File: src/rtl/enemy_fire_scheduler.sv
// Enemy fire scheduler: periodic fire attempts, alive-enemy search, id->col/row split, valid/ready issue.
// Optional FIRE_BOTTOM_EN: only the lowest alive enemy of the selected column fires.
module enemy_fire_scheduler #(
   parameter int unsigned N_ENEMY   = 65,
   parameter int unsigned COLS      = 13,
   parameter int unsigned MAX_SHOTS = 3,
   parameter int unsigned PERIOD    = 1000000
) (
   input  logic                             clk,
   input  logic                             reset,
   input  logic                             enable,
   input  logic [N_ENEMY-1:0]               enemy_vivos,
   input  logic                             fire_ready,
   input  logic                             shot_done,
   output logic                             fire_valid,
   output logic [$clog2(N_ENEMY)-1:0]       fire_id,
   output logic [5:0]                       fire_col,
   output logic [5:0]                       fire_row,
   output logic [$clog2(MAX_SHOTS+1)-1:0]   shots_active,
   output logic                             busy
);

   localparam int unsigned ID_W    = $clog2(N_ENEMY);
   localparam int unsigned SHOT_W  = $clog2(MAX_SHOTS + 1);
   localparam int unsigned TIMER_W = $clog2(PERIOD);
   localparam int unsigned SCAN_W  = $clog2(N_ENEMY + 1);

   typedef enum logic [2:0] {
      S_IDLE,
      S_PICK,
      S_SCAN,
      S_DROP,
      S_DIV,
      S_ISSUE
   } state_t;

   state_t              state;
   logic [TIMER_W-1:0]  timer;
   logic [15:0]         lfsr;
   logic [ID_W-1:0]     cand;
   logic [SCAN_W-1:0]   scan_cnt;
   logic [ID_W-1:0]     div_col;
   logic [5:0]          div_row;
   logic [ID_W-1:0]     pick_c;
   logic [ID_W-1:0]     next_c;
   logic                accept_c;
`ifdef FIRE_BOTTOM_EN
   logic [ID_W-1:0]     drop_idx;

   // Bottommost existing cell in the same column as c.
   function automatic logic [ID_W-1:0] bottom_of(input logic [ID_W-1:0] c);
      logic [ID_W-1:0] b;
      b = c;
      for (int unsigned r = 1; r <= N_ENEMY / COLS; r++) begin
         if (32'(c) + r * COLS < N_ENEMY) b = ID_W'(32'(c) + r * COLS);
      end
      return b;
   endfunction
`endif

   // Random start candidate folded into the enemy range, and cyclic successor.
   always_comb begin
      pick_c = lfsr[ID_W-1:0];
      if (32'(lfsr[ID_W-1:0]) >= N_ENEMY) pick_c = lfsr[ID_W-1:0] - ID_W'(N_ENEMY);
      next_c = (cand == ID_W'(N_ENEMY - 1)) ? '0 : cand + ID_W'(1);
   end

   assign accept_c = fire_valid & fire_ready;

   // Free-running LFSR, taps 16/14/13/11; only reset touches its state.
   always_ff @(posedge clk) begin
      if (reset) lfsr <= 16'hACE1;
      else       lfsr <= {lfsr[14:0], lfsr[15] ^ lfsr[13] ^ lfsr[12] ^ lfsr[10]};
   end

   // In-flight shot slots; kept across enable drops since shots still resolve.
   always_ff @(posedge clk) begin
      if (reset) begin
         shots_active <= '0;
      end else if (accept_c && !shot_done) begin
         if (shots_active < SHOT_W'(MAX_SHOTS)) shots_active <= shots_active + SHOT_W'(1);
      end else if (!accept_c && shot_done) begin
         if (shots_active != '0) shots_active <= shots_active - SHOT_W'(1);
      end
   end

   always_ff @(posedge clk) begin
      if (reset) begin
         state      <= S_IDLE;
         timer      <= '0;
         cand       <= '0;
         scan_cnt   <= '0;
         div_col    <= '0;
         div_row    <= '0;
         fire_valid <= 1'b0;
         fire_id    <= '0;
         fire_col   <= '0;
         fire_row   <= '0;
         busy       <= 1'b0;
`ifdef FIRE_BOTTOM_EN
         drop_idx   <= '0;
`endif
      end else if (!enable) begin
         state      <= S_IDLE;
         timer      <= '0;
         fire_valid <= 1'b0;
         busy       <= 1'b0;
      end else begin
         case (state)
            S_IDLE: begin
               // Timer parks at its terminal value while all slots are taken.
               if (timer == TIMER_W'(PERIOD - 1)) begin
                  if (shots_active < SHOT_W'(MAX_SHOTS)) begin
                     timer <= '0;
                     state <= S_PICK;
                     busy  <= 1'b1;
                  end
               end else begin
                  timer <= timer + TIMER_W'(1);
               end
            end
            S_PICK: begin
               cand     <= pick_c;
               scan_cnt <= '0;
               state    <= S_SCAN;
            end
            S_SCAN: begin
               if (enemy_vivos[cand]) begin
`ifdef FIRE_BOTTOM_EN
                  drop_idx <= bottom_of(cand);
                  state    <= S_DROP;
`else
                  div_col  <= cand;
                  div_row  <= '0;
                  state    <= S_DIV;
`endif
               end else if (scan_cnt == SCAN_W'(N_ENEMY - 1)) begin
                  state <= S_IDLE;
                  busy  <= 1'b0;
               end else begin
                  cand     <= next_c;
                  scan_cnt <= scan_cnt + SCAN_W'(1);
               end
            end
`ifdef FIRE_BOTTOM_EN
            S_DROP: begin
               // Top-row stop guards against the column emptying mid-search.
               if (enemy_vivos[drop_idx] || 32'(drop_idx) < COLS) begin
                  cand    <= drop_idx;
                  div_col <= drop_idx;
                  div_row <= '0;
                  state   <= S_DIV;
               end else begin
                  drop_idx <= drop_idx - ID_W'(COLS);
               end
            end
`endif
            S_DIV: begin
               if (32'(div_col) >= COLS) begin
                  div_col <= div_col - ID_W'(COLS);
                  div_row <= div_row + 6'd1;
               end else begin
                  fire_id    <= cand;
                  fire_col   <= 6'(div_col);
                  fire_row   <= div_row;
                  fire_valid <= 1'b1;
                  state      <= S_ISSUE;
               end
            end
            S_ISSUE: begin
               if (fire_ready) begin
                  fire_valid <= 1'b0;
                  busy       <= 1'b0;
                  state      <= S_IDLE;
               end
            end
            default: begin
               state      <= S_IDLE;
               fire_valid <= 1'b0;
               busy       <= 1'b0;
            end
         endcase
      end
   end

endmodule

File: config.mk
export PLATFORM = sky130hd
export DESIGN_NAME = enemy_fire_scheduler
export DESIGN_NICKNAME = d
export VERILOG_FILES = /design/src/rtl/enemy_fire_scheduler.sv
export SDC_FILE = /design/constraint.sdc
export NUM_CORES = 1
export LEC_CHECK = 0
export CORE_ASPECT_RATIO = 0.75
export CORE_MARGIN = 8
export CORE_UTILIZATION = 55
export DETAILED_ROUTE_END_ITERATION = 8
export PLACE_DENSITY = 0.86
export REMOVE_ABC_BUFFERS = 1
export SLEW_MARGIN = 20
export SYNTH_ARGS = -nofsm -noshare
export SYNTH_HDL_FRONTEND = slang
export SYNTH_SLANG_ARGS = --single-unit
File: constraint.sdc
create_clock -name clk -period 7.7 [get_ports clk]
set_clock_uncertainty 0.15 [all_clocks]
set_input_delay 2.31 -clock clk [delete_from_list [all_inputs] [get_ports clk]]
set_output_delay 2.31 -clock clk [all_outputs]
set_load 0.005 [all_outputs]
==> impl_metrics.tcl <==
set metrics [dict create \
    min_period_over_period_pct 65.0 \
    worstHoldStart "lfsr[9]" \
    async_reset_ff_share_pct 0 \
    worstPathArrival_ps 5130 \
    initial_core_util_pct 57.1 \
    relSlewSlack_pct 36.7 \
    hold_violations 0 \
    seq_power_share_pct 47.7 \
    routed_via_density 5.96 \
    worstSetupPathType "primary input to flip-flop" \
    reg2reg_depth 8 \
    slowest_stage "or2_0" \
    drc 0 \
    cts.sinks 89 \
    worstSkewPairLatency_ps 350 \
    synth_edf_count 0 \
    grt_pass1_wl_um 21300 \
    syn-cell-area_um2 4840 \
    swShare_pct 24.5 \
    antenna_cells 0 \
    vias 4599 \
    path_cells "clkdlybuf4s50_1 -> mux4_2 -> mux2i_1 -> a221o_1 -> or3_4 -> o21ai_4 -> or2_0 -> o21ai_0 -> a21oi_1" \
    yosysWarnings 0 \
    fin_cells 772 \
    top_level_ports 93 \
    setup-tns-final_ps 0 \
    layout_min_cycle_time_ps 5000 \
    core_area_um2 8490 \
    path_clk_slew_ps 70 \
    synth_common_cells "89 x dfxtp_1, 64 x nand2_1, 59 x a21oi_1, 57 x nor2_1, 29 x o21ai_0" \
    r2r-end "cand[5]" \
    clockBufferDepth 2 \
    post-cts-setup-buffers 0 \
    gp_congestion 0.881 \
    power.density_nw_per_um2 163 \
    cts_tree "yes" \
    root_buffer "clkbuf_16" \
    drive_gt1_share_pct 7.38 \
    netlist-cell-type-count 65 \
    port_buffers 92 \
    pwr-share-comb_pct 8.4 \
    grt_max_degree 65 \
    synthFlopType "dfxtp_1" \
    hp-class "flip-flop to flip-flop" \
    postCtsHoldBufs 0 \
    synth_top_cell_by_area "dfxtp_1" \
    crit_path_end_kind "flip-flop" \
    path_max_fanout 15 \
    place_inst 756 \
    power.internal_mw 0.746 \
    nets 740 \
    p_leak_nw 2.04 \
    hpwl_um 9290 \
    critPathTopFamily "compound AO/OA/AOI/OAI gates" \
    final_antenna_net_count 0 \
    routed_wl_um 12800 \
    tightest_slew_ps 949 \
    crit_buf_inv 1 \
    dr.pass1.iters 5 \
    synth_top_area_share_pct 36.8 \
    r2r_start "cand[0]" \
    grt_pass1_vias 4511 \
    clock.fmax_ghz 0.200 \
    cts_resized 0 \
    p_sw_mw 0.242 \
    yosys-top-cells-area "dfxtp_1 37%, a21oi_1 6.1%, nand2_1 5.0%, nor2_1 4.4%, mux2i_1 3.7%" \
    avgSynthCellArea_um2 8.23 \
    worstPathRequired_ps 7830 \
    peakVddDrop_mv 0.176 \
    yosysSeqAreaShare_pct 36.8 \
    rsz0062_at_grt "no" \
    die_w_um 124 \
    synth-seq-cells 89 \
    wl_per_cell_um 16.6 \
    run_status "finished, final reports clean" \
    antenna_found_initial 0 \
    grt.total_usage_pct 20.6 \
    holdPathEnd "lfsr[10]" \
    cts_buffers 9 \
    yosysMostFrequentCell "dfxtp_1" \
    slew_viol_final 0 \
    cts-htree-levels 3 \
    std_cell_rows 29 \
    drt_iter0_drc 381 \
    grt_remaining_overflow 0 \
    hold_depth 1 \
    die_y_um 97.3 \
    layout-area-overhead-vs-synth_pct 24.9 \
    synth_cells 589 \
    cap_violations 0 \
    clock_power_share_pct 43.9 \
    dieArea_um2 12100 \
    setup_viol 0 \
    max_stage_delay_ps 620 \
    cp-start-kind "primary input" \
    reg2reg_setup_slack_ps 3780 \
]
==> power groups by stage <==
| stage | Combinational, mW | Sequential (mW) | Clock [mW] |
|---|---|---|---|
| floorplan | 0.0331 | 0.481 | 0 |
| finish | 0.0826 | 0.471 | 0.434 |
| CTS | 0.0821 | 0.471 | 0.438 |
| global route | 0.0895 | 0.472 | 0.456 |
| detailed placement | 0.0812 | 0.482 | 0 |
| global placement | 0.0779 | 0.481 | 0 |
==> cell type report <==
type / instances / area, µm²
Sequential cell: 89 / 1780
Multi-Input combinational cell: 451 / 2860
Inverter: 13 / 48.8
Clock inverter: 7 / 66.3
Clock buffer: 9 / 225
Fill cell: 661 / 2440
Tap cell: 108 / 135
Timing Repair Buffer: 95 / 938
==> placed cells by master, fill, tap and decap left out, types with 6 or more instances in the layout <==
cell type        netlist  routed
a21oi_1               59      59
and2_1                 6       6
and3_1                17      17
clkbuf_16              0       9
clkdlybuf4s50_1        0      91
dfxtp_1               89      89
ha_1                  11      11
inv_1                 12      12
mux2i_1               18      18
mux4_2                 8       8
nand2_1               64      64
nand2b_1              12      12
nand3_1               21      21
nand4_1               10      10
nor2_1                57      57
nor2b_1                9       9
nor3_1                15      15
nor3b_1                8       8
o21ai_0               29      29
o32ai_1                6       6
or2_2                  9       9
or3_1                  7       7
xnor2_1                7       7
xor2_1                13      13
==> kinds of logic after synthesis <==
family                   after synthesis  synth area share [%]
AND/OR/NAND/NOR                      255                  27.0
AO/OA/AOI/OAI                        137                  17.5
flip-flops                            89                  36.8
buffers and inverters                 49                  4.36
multiplexers                          28                  7.90
XOR/XNOR                              20                  3.62
adder cells (fa/ha/maj)               11                  2.84
==> registers in the layout, indices dropped and copies added, names as in the netlist <==
signal,flops
fire_id,7
fire_valid,1
lfsr,16
div_col,7
timer,20
scan_cnt,7
busy,1
state,3
fire_row,6
div_row,6
shots_active,2
fire_col,6
cand,7
==> worst max-delay path by stage <==
| stage | startpoint | cells after the start | endpoint | slack, ps |
|---|---|---|---|---|
| detailed placement | enemy_vivos[51] | 9 | div_row[3] | 2090 |
| finish | enemy_vivos[37] | 9 | cand[5] | 2700 |
| floorplan | enemy_vivos[63] | 8 | div_col[0] | 2990 |
| global placement | enemy_vivos[63] | 9 | div_row[3] | 2240 |
| CTS | enemy_vivos[51] | 9 | div_row[3] | 2380 |
| global route | enemy_vivos[63] | 9 | div_row[3] | 2550 |
==> through the flow <==
| step | util [%] | setup WS, ps | hold WS (ps) | power [mW] | area (µm²) |
|---|---|---|---|---|---|
| final | 71.3 | 2700 | 270 | 0.988 | 6050 |
| after global routing | 71.3 | 2550 | 292 | 1.02 | 6050 |
| after CTS | 71.2 | 2380 | 271 | 0.991 | 6050 |
| after detailed placement | 67.8 | 2090 | 246 | 0.563 | 5760 |
| after global placement | 67.8 | 2240 | 246 | 0.559 | 5760 |
| after floorplan | - | 2990 | 239 | 0.514 | 4680 |
==> per-layer routing <==
layer / part of all wire, % / GRT usage [%] / wire [µm] / vias to the layer above
met1: 43 / 24.2 / 5510 / 2196
met5: 0 / 0 / 0 / -
met2: 51 / 36.4 / 6530 / 138
met3: 4.9 / 4.80 / 632 / 16
li1: - / - / - / 2249
met4: 1.2 / 5.91 / 158 / 0
Note: power is estimated with default switching activity, not from simulation.
